===== src/rtl/led_sequence_monitor.sv =====
// led_sequence_monitor
//
// Receive-side checker for a bouncing one-hot LED sequence
// (L0, L1, ..., L(N-1), ..., L1, L0, L1, ...). Each valid sample of the LED
// bus is decoded to an index. The monitor locks onto a legal sequence,
// flags every deviation while locked, and keeps a saturating error count.
//
// Parameters:
//   N      number of LEDs (N >= 2)
//   ERR_W  width of the saturating error counter
//   POS_W  width of the position index, derived as $clog2(N)
//
// Ports:
//   clk          clock, all logic on the rising edge
//   reset        synchronous, active-low reset
//   led_in       observed LED pattern, bit i is LED i
//   led_valid    led_in is sampled only in cycles where this is 1
//   pos          index of the last legal one-hot sample
//   dir          0 = index increasing, 1 = index decreasing
//   locked       monitor is tracking a verified sequence
//   err_pulse    one-cycle pulse on each deviation seen while locked
//   err_count    saturating count of err_pulse events
//   period_done  one-cycle pulse when a locked sample returns to index 0
//
// Optional feature (macro LEDSEQ_REPEAT_EN):
//   When defined, a locked sample that repeats the current position is
//   treated as a stall: nothing changes and no error is reported. When
//   undefined, a repeated sample is an ordinary mismatch.

module led_sequence_monitor #(
  parameter  int N     = 4,
  parameter  int ERR_W = 8,
  localparam int POS_W = $clog2(N)
) (
  input  logic             clk,
  input  logic             reset,
  input  logic [N-1:0]     led_in,
  input  logic             led_valid,
  output logic [POS_W-1:0] pos,
  output logic             dir,
  output logic             locked,
  output logic             err_pulse,
  output logic [ERR_W-1:0] err_count,
  output logic             period_done
);

  typedef enum logic [1:0] {
    HUNT = 2'd0,
    SYNC = 2'd1,
    LOCK = 2'd2
  } state_t;

  localparam logic [POS_W-1:0] POS_ONE  = 1;
  localparam logic [POS_W-1:0] POS_LAST = POS_W'(N - 1);
  localparam logic [POS_W:0]   WIDE_ONE = 1;
  localparam logic [ERR_W-1:0] ERR_ONE  = 1;
  localparam logic [ERR_W-1:0] ERR_MAX  = '1;

  state_t           state_q, state_d;
  logic [POS_W-1:0] pos_q, pos_d;
  logic             dir_q, dir_d;
  logic [ERR_W-1:0] err_count_q, err_count_d;
  logic             err_pulse_q, err_pulse_d;
  logic             period_done_q, period_done_d;

  logic             legal;
  logic [POS_W-1:0] idx;
  logic             adjacent;
  logic [POS_W-1:0] exp_pos;
  logic             exp_dir;
  logic             stall;

  // Sample decode: a legal sample has exactly one bit set. idx is only
  // meaningful when legal is true.
  always_comb begin
    legal = (led_in != '0) && ((led_in & (led_in - N'(1))) == '0);
    idx   = '0;
    for (int i = 0; i < N; i++) begin
      if (led_in[i]) begin
        idx = POS_W'(i);
      end
    end
  end

  // Adjacency is compared one bit wider so that pos+1 cannot wrap back to
  // zero when N is a power of two.
  always_comb begin
    adjacent = ({1'b0, idx} == ({1'b0, pos_q} + WIDE_ONE)) ||
               ({1'b0, pos_q} == ({1'b0, idx} + WIDE_ONE));
  end

  // Expected next index while locked. dir records the direction of the step
  // just taken, so it flips on the first step away from an endpoint, and an
  // endpoint can never be expected twice in a row.
  always_comb begin
    exp_pos = pos_q;
    exp_dir = dir_q;
    if (!dir_q) begin
      if (pos_q != POS_LAST) begin
        exp_pos = pos_q + POS_ONE;
        exp_dir = 1'b0;
      end else begin
        exp_pos = POS_LAST - POS_ONE;
        exp_dir = 1'b1;
      end
    end else begin
      if (pos_q != '0) begin
        exp_pos = pos_q - POS_ONE;
        exp_dir = 1'b1;
      end else begin
        exp_pos = POS_ONE;
        exp_dir = 1'b0;
      end
    end
  end

`ifdef LEDSEQ_REPEAT_EN
  // A repeat of the current position is tolerated as a stall.
  always_comb begin
    stall = legal && (idx == pos_q);
  end
`else
  always_comb begin
    stall = 1'b0;
  end
`endif

  // State register: holds the FSM state and every registered output.
  always_ff @(posedge clk) begin
    if (!reset) begin
      state_q       <= HUNT;
      pos_q         <= '0;
      dir_q         <= 1'b0;
      err_count_q   <= '0;
      err_pulse_q   <= 1'b0;
      period_done_q <= 1'b0;
    end else begin
      state_q       <= state_d;
      pos_q         <= pos_d;
      dir_q         <= dir_d;
      err_count_q   <= err_count_d;
      err_pulse_q   <= err_pulse_d;
      period_done_q <= period_done_d;
    end
  end

  // Next-state logic. Pulses default to 0, so cycles without led_valid
  // both hold all tracking state and clear the pulses.
  always_comb begin
    state_d       = state_q;
    pos_d         = pos_q;
    dir_d         = dir_q;
    err_count_d   = err_count_q;
    err_pulse_d   = 1'b0;
    period_done_d = 1'b0;

    if (led_valid) begin
      case (state_q)
        HUNT: begin
          if (legal) begin
            pos_d   = idx;
            state_d = SYNC;
          end
        end

        SYNC: begin
          if (!legal) begin
            state_d = HUNT;
          end else begin
            pos_d = idx;
            if (adjacent) begin
              dir_d   = (idx < pos_q);
              state_d = LOCK;
            end
          end
        end

        LOCK: begin
          if (legal && (idx == exp_pos)) begin
            pos_d         = exp_pos;
            dir_d         = exp_dir;
            period_done_d = (exp_pos == '0);
          end else if (!stall) begin
            err_pulse_d = 1'b1;
            if (err_count_q != ERR_MAX) begin
              err_count_d = err_count_q + ERR_ONE;
            end
            if (legal) begin
              pos_d   = idx;
              state_d = SYNC;
            end else begin
              state_d = HUNT;
            end
          end
        end

        default: begin
          state_d = HUNT;
        end
      endcase
    end
  end

  // Output logic: everything comes straight from registers; locked is a
  // decode of the registered state.
  always_comb begin
    pos         = pos_q;
    dir         = dir_q;
    locked      = (state_q == LOCK);
    err_pulse   = err_pulse_q;
    err_count   = err_count_q;
    period_done = period_done_q;
  end

endmodule


===== config.mk =====
export PLATFORM = sky130hd
export DESIGN_NAME = led_sequence_monitor
export DESIGN_NICKNAME = d
export VERILOG_FILES = /design/src/rtl/led_sequence_monitor.sv
export SDC_FILE = /design/constraint.sdc
export NUM_CORES = 1
export LEC_CHECK = 0
export CAP_MARGIN = 20
export CORE_ASPECT_RATIO = 1.4
export CORE_UTILIZATION = 53
export CTS_CLUSTER_DIAMETER = 30
export DETAILED_ROUTE_END_ITERATION = 10
export PLACE_DENSITY = 0.8
export SETUP_SLACK_MARGIN = 0.15
export SYNTH_ARGS = -nofsm -noshare
export SYNTH_HDL_FRONTEND = slang
export SYNTH_SLANG_ARGS = --single-unit

===== constraint.sdc =====
create_clock -name clk -period 5.98 [get_ports clk]
set_input_delay 1.196 -clock clk [delete_from_list [all_inputs] [get_ports clk]]
set_output_delay 1.196 -clock clk [all_outputs]
set_load 0.02 [all_outputs]

* After elaboration in Yosys (flattened, before gate mapping)
Index checks and enable logic that the tools add are counted.
** Storage, ports and cells
- Memories kept :: 0
- Output and inout port bits :: 14
- Bits in read-only memories :: 0
- Word-level logic and storage cells :: 68
- RAM bits :: 0
- Latch bits :: 0
- Bits in registers :: 15
** Cells by class
- Mux-type cells :: 23
- $mul :: 0
- Eq/ne operators :: 13
- Reduce and logical (&&, ||, !) cells :: 17
- Add/subtract/negate cells :: 6
- Divide/modulo/power cells :: 0
- Bitwise operators :: 2
- Order comparisons :: 1
- Shift operators :: 0
** Operators with widths (number)
- $mux 2 :: 11
- $reduce_and 4->1 :: 3
- $ne 2x2->1 const B :: 5
- $mux 1 :: 9
- $add 8x1->8 const B :: 1
- $ne 8x8->1 const B :: 1
- $add 2x1->3 const B :: 2
- $eq 2x3->1 :: 2
- $pmux 2 s3 :: 1
- $reduce_bool 2->1 :: 3
- $reduce_and 5->1 :: 1
- $and 4x4->4 :: 1
- $logic_not 2->1 :: 2
- $logic_not 4->1 :: 1
- $pmux 2 s2 :: 1
- $reduce_bool 4->1 :: 1
- $sub 4x1->4 const B :: 1
- $ne 3x3->1 const B :: 1
- $reduce_and 3->1 :: 1
- $add 2x1->2 const B :: 1
- $eq 2x1->1 const B :: 1
- $eq 2x2->1 :: 1
- $eq 2x2->1 const B :: 1
- $logic_and 1x1->1 :: 2
- 8 further kinds :: 8

* Depth between registers and ports, before layout
- Word-level depth :: 9
- Gate-level depth with buffers :: 8

* Worst setup path before layout
OpenSTA, ideal clock, no wires.
- Kind :: input to register
- Start point :: input port led_in[3]
- End point :: register dir_q (netlist: dir)
- Data arrival time :: 2.585 ns
- Setup slack :: 3.279 ns
- Stages :: 8
- Path buffers :: 2
- Cells stage by stage :: buf_6 or2_0 buf_6 and3b_1 o311ai_1 nor3_1 a211o_1 o211a_1
** Between the ends
- Cells in the longest elaborated chain, start to end :: 7
- Elaborated cells between the ends (all ways) :: 20
- Classes of those cells :: 2 x add/sub; 1 x order compare; 6 x eq/ne; 4 x mux; 1 x bitwise; 6 x reduce/logical
** RTL lines
- start, declared :: RTL line 37 : input logic [N-1:0] led_in,
- $sub 4x1->4 :: RTL line 76 : legal = (led_in != '0) && ((led_in & (led_in - N'(1))) == '0);
- $and 4x4->4 :: RTL line 76
- $logic_not 4->1 :: RTL line 76
- $logic_and 1x1->1 :: RTL line 76
- $logic_and 1x1->1 :: RTL line 179 : if (legal && (idx == exp_pos)) begin
- $ne 2x1->1 (no source line)
- $reduce_and 5->1 (no source line)
- end signal, assigned :: RTL line 140 : dir_q <= dir_d;
- end, declared :: RTL line 61 : logic dir_q, dir_d;
Parallel ways exist; a longest one is shown, timed or not. The select of a mux whose other input is x is not followed.
A chain may end at the register's enable or synchronous reset.

* Worst setup path after layout
Ends and elaborated chain as after synthesis.

==> flow_metrics.py <==
metrics = {
    "critical_path": {
        "r2r_setup_slack_ns": 3.68,
        "setup.worst_path.end_class": "register",
        "criticalPathCategory": "input pin to register",
        "reg2reg_depth": 8,
        "r2r-end": "err_count[6]$_SDFFE_PN0P_",
        "crit_fanout": 9,
        "critPathLaunchType": "input pin",
        "arrival_ns": 3.29,
        "reg2reg_from": "pos[0]$_SDFFE_PN0P_",
        "cp.required_ns": 6.17,
    },
    "route": {
        "vias": 928,
        "wl_um": 2170,
        "ant_nets": 0,
        "drt-pass1-iter-count": 4,
        "drt_iter0_markers": 14,
        "wl_per_cell_um": 14.0,
        "drc": 0,
        "vias_per_cell": 5.99,
    },
    "timing": {
        "fin_tns_setup_ns": 0,
        "final_hold_viol_count": 0,
        "fin_crit_ns": 3.10,
        "finalSetupViolations": 0,
        "fmax_mhz": 323,
        "final_max_slew_viol_count": 0,
        "rsz0062_at_grt": "false",
        "tightest_slew_ns": 0.451,
        "finalCritPeriodShare_pct": 51.8,
        "relSlewSlack_pct": 69.9,
        "setup_slack_ns": 2.88,
        "finClkSkew_ns": 0.00140,
        "hold_ws_ns": 0.511,
    },
    "power": {
        "vdd_drop_max_v": 0.000167,
        "leakagePower_nw": 0.450,
        "power_density_nw_per_um2": 167,
        "power_mw": 0.200,
    },
    "yosys": {
        "synth_nets": 127,
        "synth_edf_count": 0,
        "yosys_warnings": 0,
        "yosysSeqAreaShare_pct": 30.8,
        "post-synth-top-area-cell": "dfxtp_1",
        "synth.most_common_cell": "dfxtp_1",
        "syn_area_per_cell_sq_um": 8.54,
        "yosys-top-cells-count": "dfxtp_1 (15), nor2_1 (12), a21oi_1 (7), nand2_1 (7), ha_1 (6)",
        "synth_area_leaders": "dfxtp_1 (31%), ha_1 (7.7%), nor2_1 (4.6%)",
        "synth_top_area_share_pct": 30.8,
        "synthCells": 114,
        "async_reset_ff_share_pct": 0,
        "synth_flop_cell": "dfxtp_1",
        "synth-seq-cells": 15,
        "yosysUniqueCellTypes": 42,
        "synth_area_sq_um": 973,
    },
    "clocking": {
        "numCtsBuffers": 3,
        "cts_resized": 0,
        "hold_buffers": 0,
        "clk_latency_ns": 0.29,
        "cts_sinks": 15,
        "cts_tree": "done",
        "clk_pin_slew_ns": 0.09,
        "cts.path.max_buffers": 2,
        "cts_root_buf": "clkbuf_4",
        "post_cts_buffers": 0,
        "cts_htree_levels": 1,
    },
    "placement": {
        "gp_congestion": 0.850,
        "portBuffers": 20,
        "hpwl_um": 1690,
        "place_ws_ns": 2.59,
        "dp_cells": 151,
    },
    "finish": {
        "syn_to_final_growth_pct": 23.1,
        "regArea_sq_um": 300,
        "final_net_count": 149,
        "drive_above_1_share_pct": 5.19,
        "stdcell_count": 155,
        "antenna_cells": 0,
        "fillCellCount": 151,
        "multi_input_area_sq_um": 628,
    },
    "hold_path": {
        "holdPathStages": 2,
        "min_path_type": "register to register",
        "hold_end": "err_count[4]$_SDFFE_PN0P_",
        "holdCritStartpoint": "err_count[4]$_SDFFE_PN0P_",
    },
    "floorplan": {
        "rows": 18,
        "core_area_sq_um": 1730,
        "fp.dieArea_sq_um": 2010,
        "die_w_um": 38.2,
        "initial_core_util_pct": 56.1,
        "io_pins": 21,
        "die-height_um": 52.7,
    },
    "global_routing": {
        "track_usage_pct": 24.3,
        "grt_pass1_wl_um": 3450,
        "grt_max_degree": 11,
        "grt_antenna_before_repair": 0,
        "gr-total-overflow": 0,
        "grt_pass1_vias": 857,
    },
    "outcome": {
        "status": "complete, no violations",
    },
    "flow_run": {
        "cap_violations": 0,
    },
}
## report_power, final
part	internal, mW	leakage, nW	switching, mW	total [mW]
sequential	0.101	0.121	0.00229	0.104
clock	0.0260	0.0150	0.0337	0.0597
combinational	0.0169	0.314	0.0198	0.0367
total	0.144	0.450	0.0558	0.200
## critical path, cell delays in order
cell and delay, ns:
clkdlybuf4s50_1 0.56, or2_0 0.43, and3b_1 0.26, o311ai_1 0.32, nor3_1 0.13, a211o_1 0.28, o211a_1 0.12
## logic make-up (layout without fill, tap and decap cells)
logic type      Yosys count  count (layout)  synth area share [%]
simple gates             47              47                  25.8
compound gates           33              33                  24.6
flops                    15              15                  30.8
buf+inv                   8              29                  4.63
fa+ha+maj                 6               6                  7.71
xor+xnor                  5               5                  6.43
## cells in the final DEF, fill, tap and decap left out, drive strengths merged, types with 3 or more instances in the layout
master          n
a211oi          3
a21oi           8
clkbuf          4
clkdlybuf4s50  20
dfxtp          15
ha              6
inv             4
nand2           7
nor2           12
nor2b           4
nor3            5
o21ai           6
o31ai           4
xnor2           3
## layer usage
metal	GRT usage, %	part of all wire (%)
met3	2.98	1.9
met4	12.5	2.1
met2	45.2	54
met5	0	0
met1	25.1	42
## worst max path at each step
stage | start | cells after the start | slack (ns) | to
2_1_floorplan | led_in[3] | 8 | 3.28 | dir$_SDFFE_PN0P_
3_3_place_gp | led_in[3] | 7 | 2.67 | dir$_SDFFE_PN0P_
3_5_place_dp | led_in[3] | 7 | 2.59 | dir$_SDFFE_PN0P_
4_1_cts | led_in[3] | 7 | 2.88 | dir$_SDFFE_PN0P_
5_1_grt | led_in[3] | 7 | 2.79 | dir$_SDFFE_PN0P_
6_report | led_in[3] | 7 | 2.88 | dir$_SDFFE_PN0P_
## final cells by class
type / count / share of cell area, %
flip-flops and latches: 15 / 25.1
inverters: 5 / 1.57
well taps: 20 / 2.09
clock buffers: 4 / 2.19
repair buffers: 20 / 16.7
multi-input cells: 91 / 52.4
## per-stage QoR
stage	area, sq um	utilization [%]
final	1200	69.1
after global placement	1170	67.6
after global routing	1200	69.1
after CTS	1200	69.1
after floorplan	973	-
after detailed placement	1170	67.6
## sequential cells by signal, summed over array words and instances, names as in the netlist
signal and cells:
pos 2, err_pulse 1, dir 1, err_count 8, period_done 1, state_q 2
Note: power is estimated with default switching activity, not from simulation.
